<file path="config.mk">
export PLATFORM = sky130hd
export DESIGN_NAME = cpu_control
export DESIGN_NICKNAME = d
export VERILOG_FILES = /design/src/rtl/cpu_control.sv
export SDC_FILE = /design/constraint.sdc
export NUM_CORES = 1
export LEC_CHECK = 0
export BUFFER_PORTS_ARGS = -buffer_cell sky130_fd_sc_hd__buf_2
export CAP_MARGIN = 20
export CORE_ASPECT_RATIO = 1.5
export CORE_UTILIZATION = 46
export CTS_CLUSTER_SIZE = 14
export DETAILED_ROUTE_END_ITERATION = 16
export PLACE_DENSITY = 0.78
export RECOVER_POWER = 100
export SLEW_MARGIN = 5
export SYNTH_ARGS = -nofsm -noshare
export SYNTH_HDL_FRONTEND = slang
export SYNTH_SLANG_ARGS = --single-unit
</file>
<file path="constraint.sdc">
create_clock -name clk -period 1.8 [get_ports clk]
set_clock_uncertainty 0.05 [all_clocks]
set_input_delay 0.27 -clock clk [delete_from_list [all_inputs] [get_ports clk]]
set_output_delay 0.27 -clock clk [all_outputs]
set_load 0.1 [all_outputs]
</file>
<file path="src/rtl/cpu_control.sv">
// Multi-cycle control FSM for an RV32I core: fetch/decode/execute/mem/writeback
// sequencing, instruction latch, and datapath strobes decoded from state and instr.
module cpu_control #(
   parameter int WIDTH = 32
) (
   input  logic             clk,
   input  logic             rst_n,
   input  logic [WIDTH-1:0] mem_rdata,
   input  logic             mem_ready,
   input  logic             EQ,
   input  logic             LT,
   input  logic             LTU,
   output logic             mem_req,
   output logic             mem_we,
   output logic             addr_sel,
   output logic [WIDTH-1:0] instr,
   output logic             isALUreg,
   output logic             isBranch,
   output logic             pc_we,
   output logic [1:0]       pc_sel,
   output logic             rf_we,
   output logic [1:0]       wb_sel,
   output logic             halted,
   output logic [2:0]       state
);

   typedef enum logic [2:0] {
      S_FETCH   = 3'd0,
      S_DECODE  = 3'd1,
      S_EXECUTE = 3'd2,
      S_MEM     = 3'd3,
      S_WB      = 3'd4,
      S_HALT    = 3'd5
   } state_t;

   localparam logic [6:0] OP_OP     = 7'b0110011;
   localparam logic [6:0] OP_IMM    = 7'b0010011;
   localparam logic [6:0] OP_LUI    = 7'b0110111;
   localparam logic [6:0] OP_AUIPC  = 7'b0010111;
   localparam logic [6:0] OP_BRANCH = 7'b1100011;
   localparam logic [6:0] OP_JAL    = 7'b1101111;
   localparam logic [6:0] OP_JALR   = 7'b1100111;
   localparam logic [6:0] OP_LOAD   = 7'b0000011;
   localparam logic [6:0] OP_STORE  = 7'b0100011;

   state_t           state_q, state_d;
   logic [WIDTH-1:0] instr_q;
   logic [6:0]       opcode;
   logic [2:0]       funct3;
   logic             rd_nz;
   logic             taken;
   logic             branch_ok;

   assign opcode = instr_q[6:0];
   assign funct3 = instr_q[14:12];
   assign rd_nz  = (instr_q[11:7] != 5'd0);
   assign instr  = instr_q;
   assign state  = state_q;

   always_ff @(posedge clk or negedge rst_n) begin
      if (!rst_n) begin
         state_q <= S_FETCH;
         instr_q <= 32'h0000_0013;
      end else begin
         state_q <= state_d;
         if (state_q == S_FETCH && mem_ready)
            instr_q <= mem_rdata;
      end
   end

   // funct3 010/011 have no branch meaning and are routed to HALT
   always_comb begin
      taken     = 1'b0;
      branch_ok = 1'b1;
      case (funct3)
         3'b000:  taken = EQ;
         3'b001:  taken = !EQ;
         3'b100:  taken = LT;
         3'b101:  taken = !LT;
         3'b110:  taken = LTU;
         3'b111:  taken = !LTU;
         default: branch_ok = 1'b0;
      endcase
   end

   always_comb begin
      state_d  = state_q;
      mem_req  = 1'b0;
      mem_we   = 1'b0;
      addr_sel = 1'b0;
      isALUreg = 1'b0;
      isBranch = 1'b0;
      pc_we    = 1'b0;
      pc_sel   = 2'd0;
      rf_we    = 1'b0;
      wb_sel   = 2'd0;
      halted   = 1'b0;
      case (state_q)
         S_FETCH: begin
            mem_req = 1'b1;
            if (mem_ready)
               state_d = S_DECODE;
         end
         S_DECODE: state_d = S_EXECUTE;
         S_EXECUTE: begin
            state_d = S_HALT;
            if (instr_q[1:0] == 2'b11) begin
               case (opcode)
                  OP_OP, OP_IMM: begin
                     isALUreg = (opcode == OP_OP);
                     rf_we    = rd_nz;
                     pc_we    = 1'b1;
                     state_d  = S_FETCH;
                  end
                  OP_LUI, OP_AUIPC: begin
                     rf_we   = rd_nz;
                     wb_sel  = 2'd3;
                     pc_we   = 1'b1;
                     state_d = S_FETCH;
                  end
                  OP_BRANCH: begin
                     if (branch_ok) begin
                        isBranch = 1'b1;
                        pc_we    = 1'b1;
                        pc_sel   = taken ? 2'd1 : 2'd0;
                        state_d  = S_FETCH;
                     end
                  end
                  OP_JAL: begin
                     rf_we   = rd_nz;
                     wb_sel  = 2'd2;
                     pc_we   = 1'b1;
                     pc_sel  = 2'd2;
                     state_d = S_FETCH;
                  end
                  OP_JALR: begin
                     if (funct3 == 3'b000) begin
                        rf_we   = rd_nz;
                        wb_sel  = 2'd2;
                        pc_we   = 1'b1;
                        pc_sel  = 2'd3;
                        state_d = S_FETCH;
                     end
                  end
                  OP_LOAD, OP_STORE: state_d = S_MEM;
                  default: state_d = S_HALT;
               endcase
            end
         end
         S_MEM: begin
            // only LOAD or STORE can reach this state, so opcode picks the direction
            mem_req  = 1'b1;
            addr_sel = 1'b1;
            mem_we   = (opcode == OP_STORE);
            if (mem_ready) begin
               if (opcode == OP_STORE) begin
                  pc_we   = 1'b1;
                  state_d = S_FETCH;
               end else begin
                  state_d = S_WB;
               end
            end
         end
         S_WB: begin
            rf_we   = rd_nz;
            wb_sel  = 2'd1;
            pc_we   = 1'b1;
            state_d = S_FETCH;
         end
         S_HALT: begin
            halted  = 1'b1;
            state_d = S_HALT;
         end
         default: state_d = S_HALT;
      endcase
   end

endmodule

</file>
==> metrics.yaml <==
ctsHoldBuffers: 0
path_max_fanout: 4
drt_pass1_iterations: 4
io-pin-count: 85
num_rows: 27
synth_top_area_share_pct: 44.57
synth-seq-cells: 35
synth_top_family_by_area: "multiplexers"
slew_headroom_pct: 44.61
reg2reg_from: "state[0]"
critPathKind: "reg -> out"
ant_nets: 0
clock_path_buffers: 2
max_freq_mhz: 437.0
synthesis.nets: 179
timing.final.crit_share_pct: 127.1
cts_max_level: 2
syn2layout_area_growth_pct: 62.12
drt-total-wl_um: 4396
yosys.area.top_type: "dfrtp_1"
r2r_end: "instr[3]"
status: "finished with violations"
p_per_area_nw_per_um2: 501.6
synthSimpleGateAreaFrac_pct: 13.16
synth_area_leaders: "dfrtp_1 (45%), mux2_4 (22%), dfstp_2 (4.4%)"
num_vias: 1530
p_switching_uw: 294.3
syn_area_um2: 1797
path_cells: "nand2_8, or3_4, buf_12, nor4_4, buf_12"
max_cap_violations: 0
grt_start_max_net_pins: 36
clk_latency_ns: 0.28
dieWidth_um: 53.03
synth_compound_area_share_pct: 8.426
grt_overflow: 0
drive_gt1_share_pct: 75.30
grt.met3_usage_pct: 3.682
diodes: 0
end_kind: "primary output"
violations: "negative setup slack"
drt_iter0_drc: 26
critPathMostFrequentCell: "buf_12"
power_frac_seq_pct: 53.8
synth_xor_area_share_pct: 0
place_inst: 280
grt.busiest_layer: "met2"
p_int_uw: 1167
cts_tree: "built"
die-area_um2: 4165
critPathSlowestCell: "dfstp_4"
cp_top_family: "simple AND/OR/NAND/NOR gates"
r2r_slack_ns: -0.08
core-area_um2: 3716
cts_sinks: 35
leakage_uw: 0.001455
dieHeight_um: 78.54
ir_drop_uv: 681.4
antenna_found_initial: 0
rsz0062_at_grt: "true"
wl_per_cell_um: 15.16
clk_pin_slew_ns: 0.07
synth_cell_types: 38
slowest_delay_ns: 0.65
finalWorstSetupSlack_ns: -0.4884
grtUsageTotal_pct: 23.17
ys_warn_count: 0
final_nets: 284
place_ws_ns: -0.2044
setup_violations: 29
floorplan.initialDensity_pct: 48.35
cp_num_buf_inv: 2
synth.mux.area_fraction_pct: 25.42
fin_cells: 290
final-hold-violation-count: 0
grt_first_pass_wirelength_um: 6941
syn_inst: 141
place.gp.congestion: 0.7944
avgSynthCellArea_um2: 12.74
switching_share_pct: 20.14
grt_pass1_vias: 1502
synth_adder_area_share_pct: 0
port_buffers: 84
clockRootBuffer: "clkbuf_8"
drc_errors: 0
power_frac_clock_pct: 42.0
grt_use_met1_pct: 29.07
grtUsageMet2_pct: 38.61
dp.final_hpwl_um: 3325
critPathLaunchType: "flip-flop"
hold_path_class: "in -> async"
required_ns: 1.48
yosysSeqAreaShare_pct: 48.96
worst_ep_arrival_time_ns: 1.97
numCtsBuffers: 5
r2r_cells: 4
slew_violations: 0
worst_pin_slew_ns: 0.8309
comb_power_share_pct: 4.2
vias_per_cell: 5.276
fin_crit_ns: 2.288
-- power groups by stage --
| stage | clock network (uW) | logic [uW] | registers (uW) |
|---|---|---|---|
| 2_1_floorplan | 0 | 4.90 | 801 |
| 3_3_place_gp | 0 | 59.1 | 801 |
| 3_5_place_dp | 0 | 61.5 | 801 |
| 4_1_cts | 626 | 61.4 | 786 |
| 5_1_grt | 664 | 67.2 | 785 |
| 6_report | 614 | 61.0 | 786 |
-- worst max-delay path by stage --
stage / startpoint / to / slack, ns / depth (start not counted)
after floorplan: instr[13] / pc_sel[0] / -0.92 / 5
after global placement: instr[13] / pc_sel[0] / -0.18 / 6
after detailed placement: instr[13] / pc_sel[0] / -0.20 / 6
after CTS: instr[1] / pc_sel[0] / -0.49 / 5
after global routing: instr[13] / pc_sel[0] / -0.53 / 6
final: instr[1] / pc_sel[0] / -0.49 / 5
-- layer usage --
| metal | part of all wire, % | vias to the layer above |
|---|---|---|
| met3 | 4.1 | 8 |
| met2 | 54 | 58 |
| li1 | - | 720 |
| met5 | 0 | - |
| met1 | 40 | 744 |
| met4 | 1.9 | 0 |
-- stage by stage --
stage	utilization (%)	power (uW)	hold slack [ns]	setup TNS, ns	instance area, um^2
after floorplan	-	806.1	-0.07559	-5.116	2062
after global placement	75.45	860.2	0.3188	-0.4658	2804
after detailed placement	75.45	862.6	0.3214	-0.5155	2804
after CTS	79.12	1474	0.008498	-3.097	2940
after global routing	78.38	1516	0.08801	-5.993	2913
final	78.38	1461	0.02501	-4.065	2913
-- state kept, by name, summed over array words and instances, names as in the netlist --
signal  cells
state       3
instr      32
-- placed cells by master (no fill, tap or decap), types with 2 or more instances in the layout --
master / synthesis / final
nand2_1: 14 / 7
buf_2: 1 / 37
a21oi_4: 0 / 3
mux2_1: 4 / 4
nand2_2: 0 / 2
a21oi_2: 0 / 2
o21ai_1: 4 / 2
buf_6: 4 / 5
nand4_1: 2 / 2
nor3_4: 0 / 3
nand2_8: 0 / 2
clkbuf_2: 0 / 34
dfrtp_4: 0 / 7
o21bai_4: 0 / 2
mux2_4: 26 / 27
nor2_1: 7 / 3
nor2_4: 0 / 3
clkbuf_8: 0 / 7
dfrtp_2: 0 / 3
dfrtp_1: 32 / 22
a21oi_1: 9 / 4
inv_2: 2 / 2
buf_4: 1 / 16
clkbuf_4: 0 / 2
buf_12: 0 / 11
nor2_2: 1 / 2
dfstp_4: 0 / 3
nand2_4: 0 / 3
o21ai_0: 2 / 3
-- Yosys cell counts --
| master | number |
|---|---|
| a211o_1 | 1 |
| a21oi_1 | 9 |
| and3_1 | 2 |
| and4b_1 | 1 |
| buf_2 | 1 |
| buf_4 | 1 |
| buf_6 | 4 |
| clkbuf_1 | 1 |
| dfrtp_1 | 32 |
| dfstp_2 | 3 |
| inv_1 | 1 |
| inv_2 | 2 |
| mux2_1 | 4 |
| mux2_2 | 1 |
| mux2_4 | 26 |
| mux2i_1 | 1 |
| nand2_1 | 14 |
| nand2b_1 | 1 |
| nand3_1 | 1 |
| nand3b_1 | 1 |
| nand3b_4 | 1 |
| nand4_1 | 2 |
| nor2_1 | 7 |
| nor2_2 | 1 |
| nor3_1 | 4 |
| nor3b_2 | 1 |
| nor4_2 | 1 |
| nor4b_2 | 1 |
| o21a_1 | 1 |
| o21ai_0 | 2 |
| o21ai_1 | 4 |
| o21bai_1 | 3 |
| o221ai_2 | 1 |
| o22ai_1 | 1 |
| o31a_1 | 1 |
| o31ai_1 | 1 |
| or2_2 | 1 |
| or3_4 | 1 |
-- logic make-up after synthesis --
group                  count (synthesis)
muxes                                 32
DFF                                   35
AOI/OAI and AO/OA                     24
buffers and inverters                 10
and+or+nand+nor                       40
-- cell type report --
| cell class | count | area, um^2 |
|---|---|---|
| Multi-Input combinational cell | 96 | 1060 |
| Sequential cell | 35 | 920.9 |
| Fill cell | 249 | 803.3 |
| Timing Repair Buffer | 105 | 767.0 |
| Clock buffer | 8 | 100.1 |
| Tap cell | 43 | 53.80 |
| Inverter | 3 | 11.26 |
-- timing repair --
action / in CTS / in global routing
gates cloned: 0 / 0
pin swaps: 6 / 3
setup endpoints to repair: 10 / 11
gates resized for setup: 5 / 7
buffers inserted: 2 / 0
hold endpoints to repair: 0 / 0
Note: power is estimated with default switching activity, not from simulation.
